File: config.mk
export PLATFORM = sky130hd
export DESIGN_NAME = layer_seq_flat
export DESIGN_NICKNAME = d
export VERILOG_FILES = /design/src/rtl/layer_seq_if.sv /design/src/rtl/layer_seq.sv /design/src/flat_wrapper.sv
export SDC_FILE = /design/constraint.sdc
export NUM_CORES = 1
export LEC_CHECK = 0
export ABC_CLOCK_PERIOD_IN_PS = 6200
export CORE_MARGIN = 3
export CORE_UTILIZATION = 25
export DETAILED_ROUTE_END_ITERATION = 8
export GPL_ROUTABILITY_DRIVEN = 0
export GPL_TIMING_DRIVEN = 0
export SYNTH_ARGS = -nofsm -noshare
export SYNTH_HDL_FRONTEND = slang
export SYNTH_SLANG_ARGS = --single-unit
File: constraint.sdc
create_clock -name clk -period 6.2 [get_ports clk]
set_input_delay 1.55 -clock clk [delete_from_list [all_inputs] [get_ports clk]]
set_output_delay 1.55 -clock clk [all_outputs]
set_load 0.02 [all_outputs]
File: src/rtl/layer_seq_if.sv
// layer_seq_if: host request/abort, config table write port and engine control of the layer sequencer.
interface layer_seq_if #(
    parameter int AW = 16,
    parameter int LW = 4
);
    logic          req, abort, busy, done, result_valid, err;
    logic          cfg_we;
    logic [7:0]    cfg_addr;
    logic [AW-1:0] cfg_wdata;
    logic          eng_rst_n, eng_start, eng_done;
    logic [LW-1:0] layer_idx;
    logic [AW-1:0] w_base, b_base;
    logic          in_sel, act_we;
    modport master (
        output req, abort, cfg_we, cfg_addr, cfg_wdata, eng_done,
        input  busy, done, result_valid, err, eng_rst_n, eng_start, layer_idx, w_base, b_base, in_sel, act_we
    );
    modport slave (
        input  req, abort, cfg_we, cfg_addr, cfg_wdata, eng_done,
        output busy, done, result_valid, err, eng_rst_n, eng_start, layer_idx, w_base, b_base, in_sel, act_we
    );
endinterface

File: src/rtl/layer_seq.sv
// layer_seq: time-shares one layer engine across all layers (reset, start, wait, capture per layer).
// Optional engine-wait watchdog enabled by defining LAYER_SEQ_WDOG_EN.
module layer_seq #(
    parameter int L        = 2,
    parameter int AW       = 16,
    parameter int LW       = 4,
    parameter int WDOG_CYC = 65535
) (
    input logic        clk,
    input logic        rst_n,
    layer_seq_if.slave bus
);
    localparam logic [2:0] S_IDLE = 3'd0, S_RST = 3'd1, S_START = 3'd2, S_WAIT = 3'd3,
                           S_CAPT = 3'd4, S_NEXT = 3'd5, S_FIN = 3'd6, S_ABRT = 3'd7;
    localparam int IW = (L > 1) ? $clog2(L) : 1;
    localparam logic [LW:0] N_MAX = (LW+1)'(L);
    logic [2:0]    r_state, w_next;
    logic [LW-1:0] r_layer;
    logic [LW:0]   r_n_act;
    logic [AW-1:0] r_wt [L];
    logic [AW-1:0] r_bt [L];
    logic          r_rv, w_accept, w_last, w_timeout, w_cfg;
    assign w_accept = r_state == S_IDLE && bus.req && !bus.abort;
    assign w_last   = {1'b0, r_layer} == r_n_act - 1'b1;
    assign w_cfg    = bus.cfg_we && r_state == S_IDLE;
`ifdef LAYER_SEQ_WDOG_EN
    localparam int CW = $clog2(WDOG_CYC + 1);
    logic [CW-1:0] r_wdog;
    logic          r_err;
    assign w_timeout = r_state == S_WAIT && !bus.eng_done && r_wdog == CW'(WDOG_CYC - 1);
    assign bus.err   = r_err;
    always_ff @(posedge clk or negedge rst_n)
        if (!rst_n) begin
            r_wdog <= '0;
            r_err  <= 1'b0;
        end else begin
            r_wdog <= (r_state == S_WAIT) ? r_wdog + 1'b1 : '0;
            r_err  <= w_accept ? 1'b0 : (w_timeout || r_err);
        end
`else
    assign w_timeout = (WDOG_CYC < 0);
    assign bus.err   = 1'b0;
`endif
    // Abort and watchdog expiry both divert to a single engine-reset cycle before IDLE.
    always_comb begin
        w_next = r_state;
        case (r_state)
            S_IDLE:  w_next = w_accept ? S_RST : S_IDLE;
            S_RST:   w_next = S_START;
            S_START: w_next = S_WAIT;
            S_WAIT:  w_next = bus.eng_done ? S_CAPT : S_WAIT;
            S_CAPT:  w_next = S_NEXT;
            S_NEXT:  w_next = w_last ? S_FIN : S_RST;
            default: w_next = S_IDLE;
        endcase
        if ((r_state != S_IDLE && r_state != S_ABRT && bus.abort) || w_timeout) w_next = S_ABRT;
    end
    always_ff @(posedge clk or negedge rst_n)
        if (!rst_n) begin
            r_state <= S_IDLE;
            r_layer <= '0;
            r_rv    <= 1'b0;
        end else begin
            r_state <= w_next;
            r_layer <= (w_accept || w_next == S_ABRT) ? '0 :
                       (r_state == S_NEXT && w_next == S_RST) ? r_layer + 1'b1 : r_layer;
            r_rv    <= (w_accept || w_next == S_ABRT) ? 1'b0 : (w_next == S_FIN || r_rv);
        end
    always_ff @(posedge clk or negedge rst_n)
        if (!rst_n) begin
            for (int i = 0; i < L; i++) begin
                r_wt[i] <= '0;
                r_bt[i] <= '0;
            end
            r_n_act <= N_MAX;
        end else if (w_cfg) begin
            if (bus.cfg_addr[7:6] == 2'b00 && bus.cfg_addr[5:0] < 6'(L)) r_wt[bus.cfg_addr[IW-1:0]] <= bus.cfg_wdata;
            if (bus.cfg_addr[7:6] == 2'b01 && bus.cfg_addr[5:0] < 6'(L)) r_bt[bus.cfg_addr[IW-1:0]] <= bus.cfg_wdata;
            if (bus.cfg_addr == 8'h80)
                r_n_act <= (bus.cfg_wdata == '0) ? (LW+1)'(1) :
                           (bus.cfg_wdata > AW'(L)) ? N_MAX : bus.cfg_wdata[LW:0];
        end
    assign bus.busy         = r_state != S_IDLE;
    assign bus.done         = r_state == S_FIN;
    assign bus.result_valid = r_rv;
    assign bus.eng_rst_n    = !(r_state == S_RST || r_state == S_ABRT);
    assign bus.eng_start    = r_state == S_START;
    assign bus.act_we       = r_state == S_CAPT;
    assign bus.layer_idx    = r_layer;
    assign bus.in_sel       = r_layer != '0;
    assign bus.w_base       = r_wt[r_layer[IW-1:0]];
    assign bus.b_base       = r_bt[r_layer[IW-1:0]];
endmodule

File: src/flat_wrapper.sv
// flat-port wrapper written by rule: the top's interface ports become plain ports
module layer_seq_flat 
#(
    parameter int L        = 2,
    parameter int AW       = 16,
    parameter int LW       = 4,
    parameter int WDOG_CYC = 65535
)
  (clk, rst_n, bus_req, bus_abort, bus_cfg_we, bus_cfg_addr, bus_cfg_wdata, bus_eng_done, bus_busy, bus_done, bus_result_valid, bus_err, bus_eng_rst_n, bus_eng_start, bus_layer_idx, bus_w_base, bus_b_base, bus_in_sel, bus_act_we);
  layer_seq_if #(.AW(AW), .LW(LW)) bus_i ();
  input logic clk;
  input logic rst_n;
  input wire logic [$bits(bus_i.req)-1:0] bus_req;
  input wire logic [$bits(bus_i.abort)-1:0] bus_abort;
  input wire logic [$bits(bus_i.cfg_we)-1:0] bus_cfg_we;
  input wire logic [$bits(bus_i.cfg_addr)-1:0] bus_cfg_addr;
  input wire logic [$bits(bus_i.cfg_wdata)-1:0] bus_cfg_wdata;
  input wire logic [$bits(bus_i.eng_done)-1:0] bus_eng_done;
  output wire logic [$bits(bus_i.busy)-1:0] bus_busy;
  output wire logic [$bits(bus_i.done)-1:0] bus_done;
  output wire logic [$bits(bus_i.result_valid)-1:0] bus_result_valid;
  output wire logic [$bits(bus_i.err)-1:0] bus_err;
  output wire logic [$bits(bus_i.eng_rst_n)-1:0] bus_eng_rst_n;
  output wire logic [$bits(bus_i.eng_start)-1:0] bus_eng_start;
  output wire logic [$bits(bus_i.layer_idx)-1:0] bus_layer_idx;
  output wire logic [$bits(bus_i.w_base)-1:0] bus_w_base;
  output wire logic [$bits(bus_i.b_base)-1:0] bus_b_base;
  output wire logic [$bits(bus_i.in_sel)-1:0] bus_in_sel;
  output wire logic [$bits(bus_i.act_we)-1:0] bus_act_we;
  assign bus_i.req = bus_req;
  assign bus_i.abort = bus_abort;
  assign bus_i.cfg_we = bus_cfg_we;
  assign bus_i.cfg_addr = bus_cfg_addr;
  assign bus_i.cfg_wdata = bus_cfg_wdata;
  assign bus_i.eng_done = bus_eng_done;
  assign bus_busy = bus_i.busy;
  assign bus_done = bus_i.done;
  assign bus_result_valid = bus_i.result_valid;
  assign bus_err = bus_i.err;
  assign bus_eng_rst_n = bus_i.eng_rst_n;
  assign bus_eng_start = bus_i.eng_start;
  assign bus_layer_idx = bus_i.layer_idx;
  assign bus_w_base = bus_i.w_base;
  assign bus_b_base = bus_i.b_base;
  assign bus_in_sel = bus_i.in_sel;
  assign bus_act_we = bus_i.act_we;
  layer_seq #(.L(L), .AW(AW), .LW(LW), .WDOG_CYC(WDOG_CYC)) u_core (.clk(clk), .rst_n(rst_n), .bus(bus_i));
endmodule
==> results of run 1 <==
cells in the mapped netlist (4+ instances only):
cell	count
xnor2_1	4
nor3_1	4
nand2_1	9
mux2_2	66
nor4_1	5
dfrtp_1	76
inv_1	8
nor2_1	5
clkbuf_1	7
mux2_4	30
buf_6	4
critical path, stage by stage, from the launching register on:
cell and delay [ns]:
dfrtp_1 0.37, clkbuf_1 0.49, clkbuf_1 0.58, inv_1 0.10, ha_1 0.21, or3b_2 0.18, clkdlybuf4s50_1 0.59
worst min-delay path by stage:
stage                                        from                       endpoint  slack [ns]  depth (start not counted)
floorplan           u_core.r_n_act[1]$_DFFE_PN1P_  u_core.r_n_act[1]$_DFFE_PN1P_        0.47                          2
global placement       u_core.r_bt[5]$_DFFE_PN0P_     u_core.r_bt[5]$_DFFE_PN0P_        0.48                          1
detailed placement    u_core.r_bt[20]$_DFFE_PN0P_    u_core.r_bt[20]$_DFFE_PN0P_        0.49                          1
CTS                   u_core.r_bt[20]$_DFFE_PN0P_    u_core.r_bt[20]$_DFFE_PN0P_        0.50                          1
global route          u_core.r_wt[27]$_DFFE_PN0P_    u_core.r_wt[27]$_DFFE_PN0P_        0.52                          1
finish                u_core.r_bt[20]$_DFFE_PN0P_    u_core.r_bt[20]$_DFFE_PN0P_        0.50                          1
routing by layer:
layer,wire length [microns],GRT usage (%),share of wire [%],vias to the layer above
met5,0,0,0,-
met4,108,3.55,1.2,0
met3,401,3.46,4.6,9
met2,4290,18.4,49,56
met1,4010,14.5,46,1233
li1,-,-,-,1157
final cells by class:
type	instances	area [sq um]
buffer	14	88.8
clock buffer	9	225
clock inverter	7	121
fill	1422	9570
inverter	8	30.0
multi-input combinational	175	1770
sequential	77	1930
tap	184	230
timing repair buffer	72	736
where the power goes:
group | switching (mW) | internal (mW) | total [mW] | leakage [nW]
registers | 0.0172 | 0.527 | 0.545 | 1.06
logic | 0.172 | 0.138 | 0.311 | 1.27
clock network | 0.213 | 0.396 | 0.609 | 0.170
cells by family (layout without fill, tap and decap cells):
| kind of cell | after synthesis | after routing | synth area share [%] |
|---|---|---|---|
| DFF | 77 | 77 | 50.6 |
| adders and majority gates | 3 | 3 | 0.985 |
| xor gates and xnor gates | 7 | 7 | 1.61 |
| buffers and inverters | 22 | 110 | 3.12 |
| other | 1 | 1 | 0.0984 |
| AOI/OAI and AO/OA | 17 | 17 | 2.89 |
| and+or+nand+nor | 48 | 48 | 8.63 |
| muxes | 99 | 99 | 32.1 |
through the flow:
stage	instance area (sq um)	hold WS (ns)	total power, mW
2_1_floorplan	3810	0.466	0.735
6_report	5120	0.499	1.46
3_5_place_dp	4780	0.490	0.867
4_1_cts	5120	0.502	1.49
3_3_place_gp	4750	0.482	0.858
5_1_grt	5120	0.518	1.54
state kept, by name (all words and copies together) (netlist names):
register                 flops
u_core.r_wt                 32
u_core.r_state               3
u_core.r_n_act               5
u_core.bus.result_valid      1
u_core.bus.layer_idx         4
u_core.r_bt                 32
==> metrics.txt, run 1 <==
Die Area 0.0168 sq mm; Global Route Usage Sum 11.3%; Mapped Cells 274; drt first pass iters 4; DRC 0; fmax 226 MHz; syn nets 307; die height 129 microns; DIE WIDTH 129 microns; first-pass GRT wire length 14.7 mm; ratio of cells with drive above 1 in the final layout 35.6%; CP endpoint bus_in_sel; Hold Path Class reg2reg; vias in the first global route 2746; Sink Count 77; Vias/cell 4.50; RSZ-0062 raised after global routing false; top post-synthesis cells by area dfrtp_1 50%, mux2_2 19%, mux2_4 12%, buf_6 1.2%, nand3b_4 1.1%; H-tree depth 3; Leak 2.50 nW; Slew @ Worst Pin 0.688 ns; Final Non-Filler Cells 546; CORE AREA 0.0147 sq mm; nets 390; Syn-to-layout area delta 34.4%; Post-CTS Setup Inserts 0; WP data arrival 2.87 ns; FF+latch count, synth 77; sequential fraction of the synthesis area 50.6%; Final Util 34.9%; TritonCTS Buffers 9; DP Wirelength 6.33 mm; final setup margin 1.78 ns; Startpoint Class register; count of warnings emitted by yosys 0; data required time at the worst endpoint 4.65 ns; worst r2r src u_core.r_state[1]$_DFF_PN0_; Worst Setup Path Type reg2out; total placed cells including tap cells 530; min Tclk post-route 4.42 ns; ys flop type dfrtp_1; Iter 0 DRT Violations 65; Skew-Pair Late Insertion Delay 0.34 ns; CTS max path bufs 2; Detail Route Antenna Nets 0; Row Count 44; per-cell routed wire length 16.1 microns; Relative slew margins 54.1%; detailed-route via count 2455; io pins 74; CTS Root Cell clkbuf_16; maximum fanout along the worst path 10; Initial Util 25.9%; Power Dens Cells 286 mW/mm^2; Worst VDD drop 0.165 mV; remaining global-route overflow 0; IO buf count 71; status completed; RR Endpoint u_core.r_bt[27]$_DFFE_PN0P_; Max Slew Vio Count 0; ant diodes 0; post-cts sizing count 0; Fin. Hold Viols 0; Setup crit start u_core.bus.layer_idx[0]$_DFFE_PN0P_; most frequent cells in the layout 76 x dfrtp_1, 70 x clkdlybuf4s50_1, 66 x mux2_2; number of synthesized flops with an enable pin 0; crit end category primary output; DRT Wirelength 8.80 mm; Setup WS pre-CTS 2.05 ns; dominant cell type by area after synthesis dfrtp_1; syn_area_per_cell 13.9 sq um; CTS tree done; Setup Total Neg Slack 0 ns; max cap viols 0; clk_skew 0.00369 ns; final worst-path cycle share 71.2%; largest net degree at the start of global routing 49; top-area cell type share of the netlist area 49.9%; R2R depth 6; Syn Std Cell Area 0.00381 sq mm; CTS clock-pin slew for the worst setup and hold paths 0.06 ns; CTS Hold Bufs 0; # setup viols final 0; Synth async-reset ratio 100%; most common cell after layout, fill and taps aside dfrtp_1; Yosys cell types 45; initial antenna violation count 0; r2r setup slk 3.95 ns
Note: power is estimated with default switching activity, not from simulation.
==> run 2: changes to the inputs <==
--- a/config.mk
+++ b/config.mk
@@ -5,7 +5,7 @@
 export SDC_FILE = /design/constraint.sdc
 export NUM_CORES = 1
 export LEC_CHECK = 0
-export ABC_CLOCK_PERIOD_IN_PS = 6200
+export ABC_CLOCK_PERIOD_IN_PS = 4200
 export CORE_MARGIN = 3
 export CORE_UTILIZATION = 25
 export DETAILED_ROUTE_END_ITERATION = 8
==> constraint.sdc (replaced) <==
create_clock -name clk -period 4.2 [get_ports clk]
set_input_delay 1.05 -clock clk [delete_from_list [all_inputs] [get_ports clk]]
set_output_delay 1.05 -clock clk [all_outputs]
set_load 0.02 [all_outputs]
==> results of run 2 <==
Same layout as run 1 (identical final DEF). Status: completed.
Main changes from that run: setup slack after placement 2.05 ns -> 0.549 ns; setup slack after layout 1.78 ns -> 0.283 ns; register-to-register setup slack 3.95 ns -> 1.95 ns; total power 1.46 mW -> 2.16 mW; worst IR drop on VDD 0.165 mV -> 0.243 mV
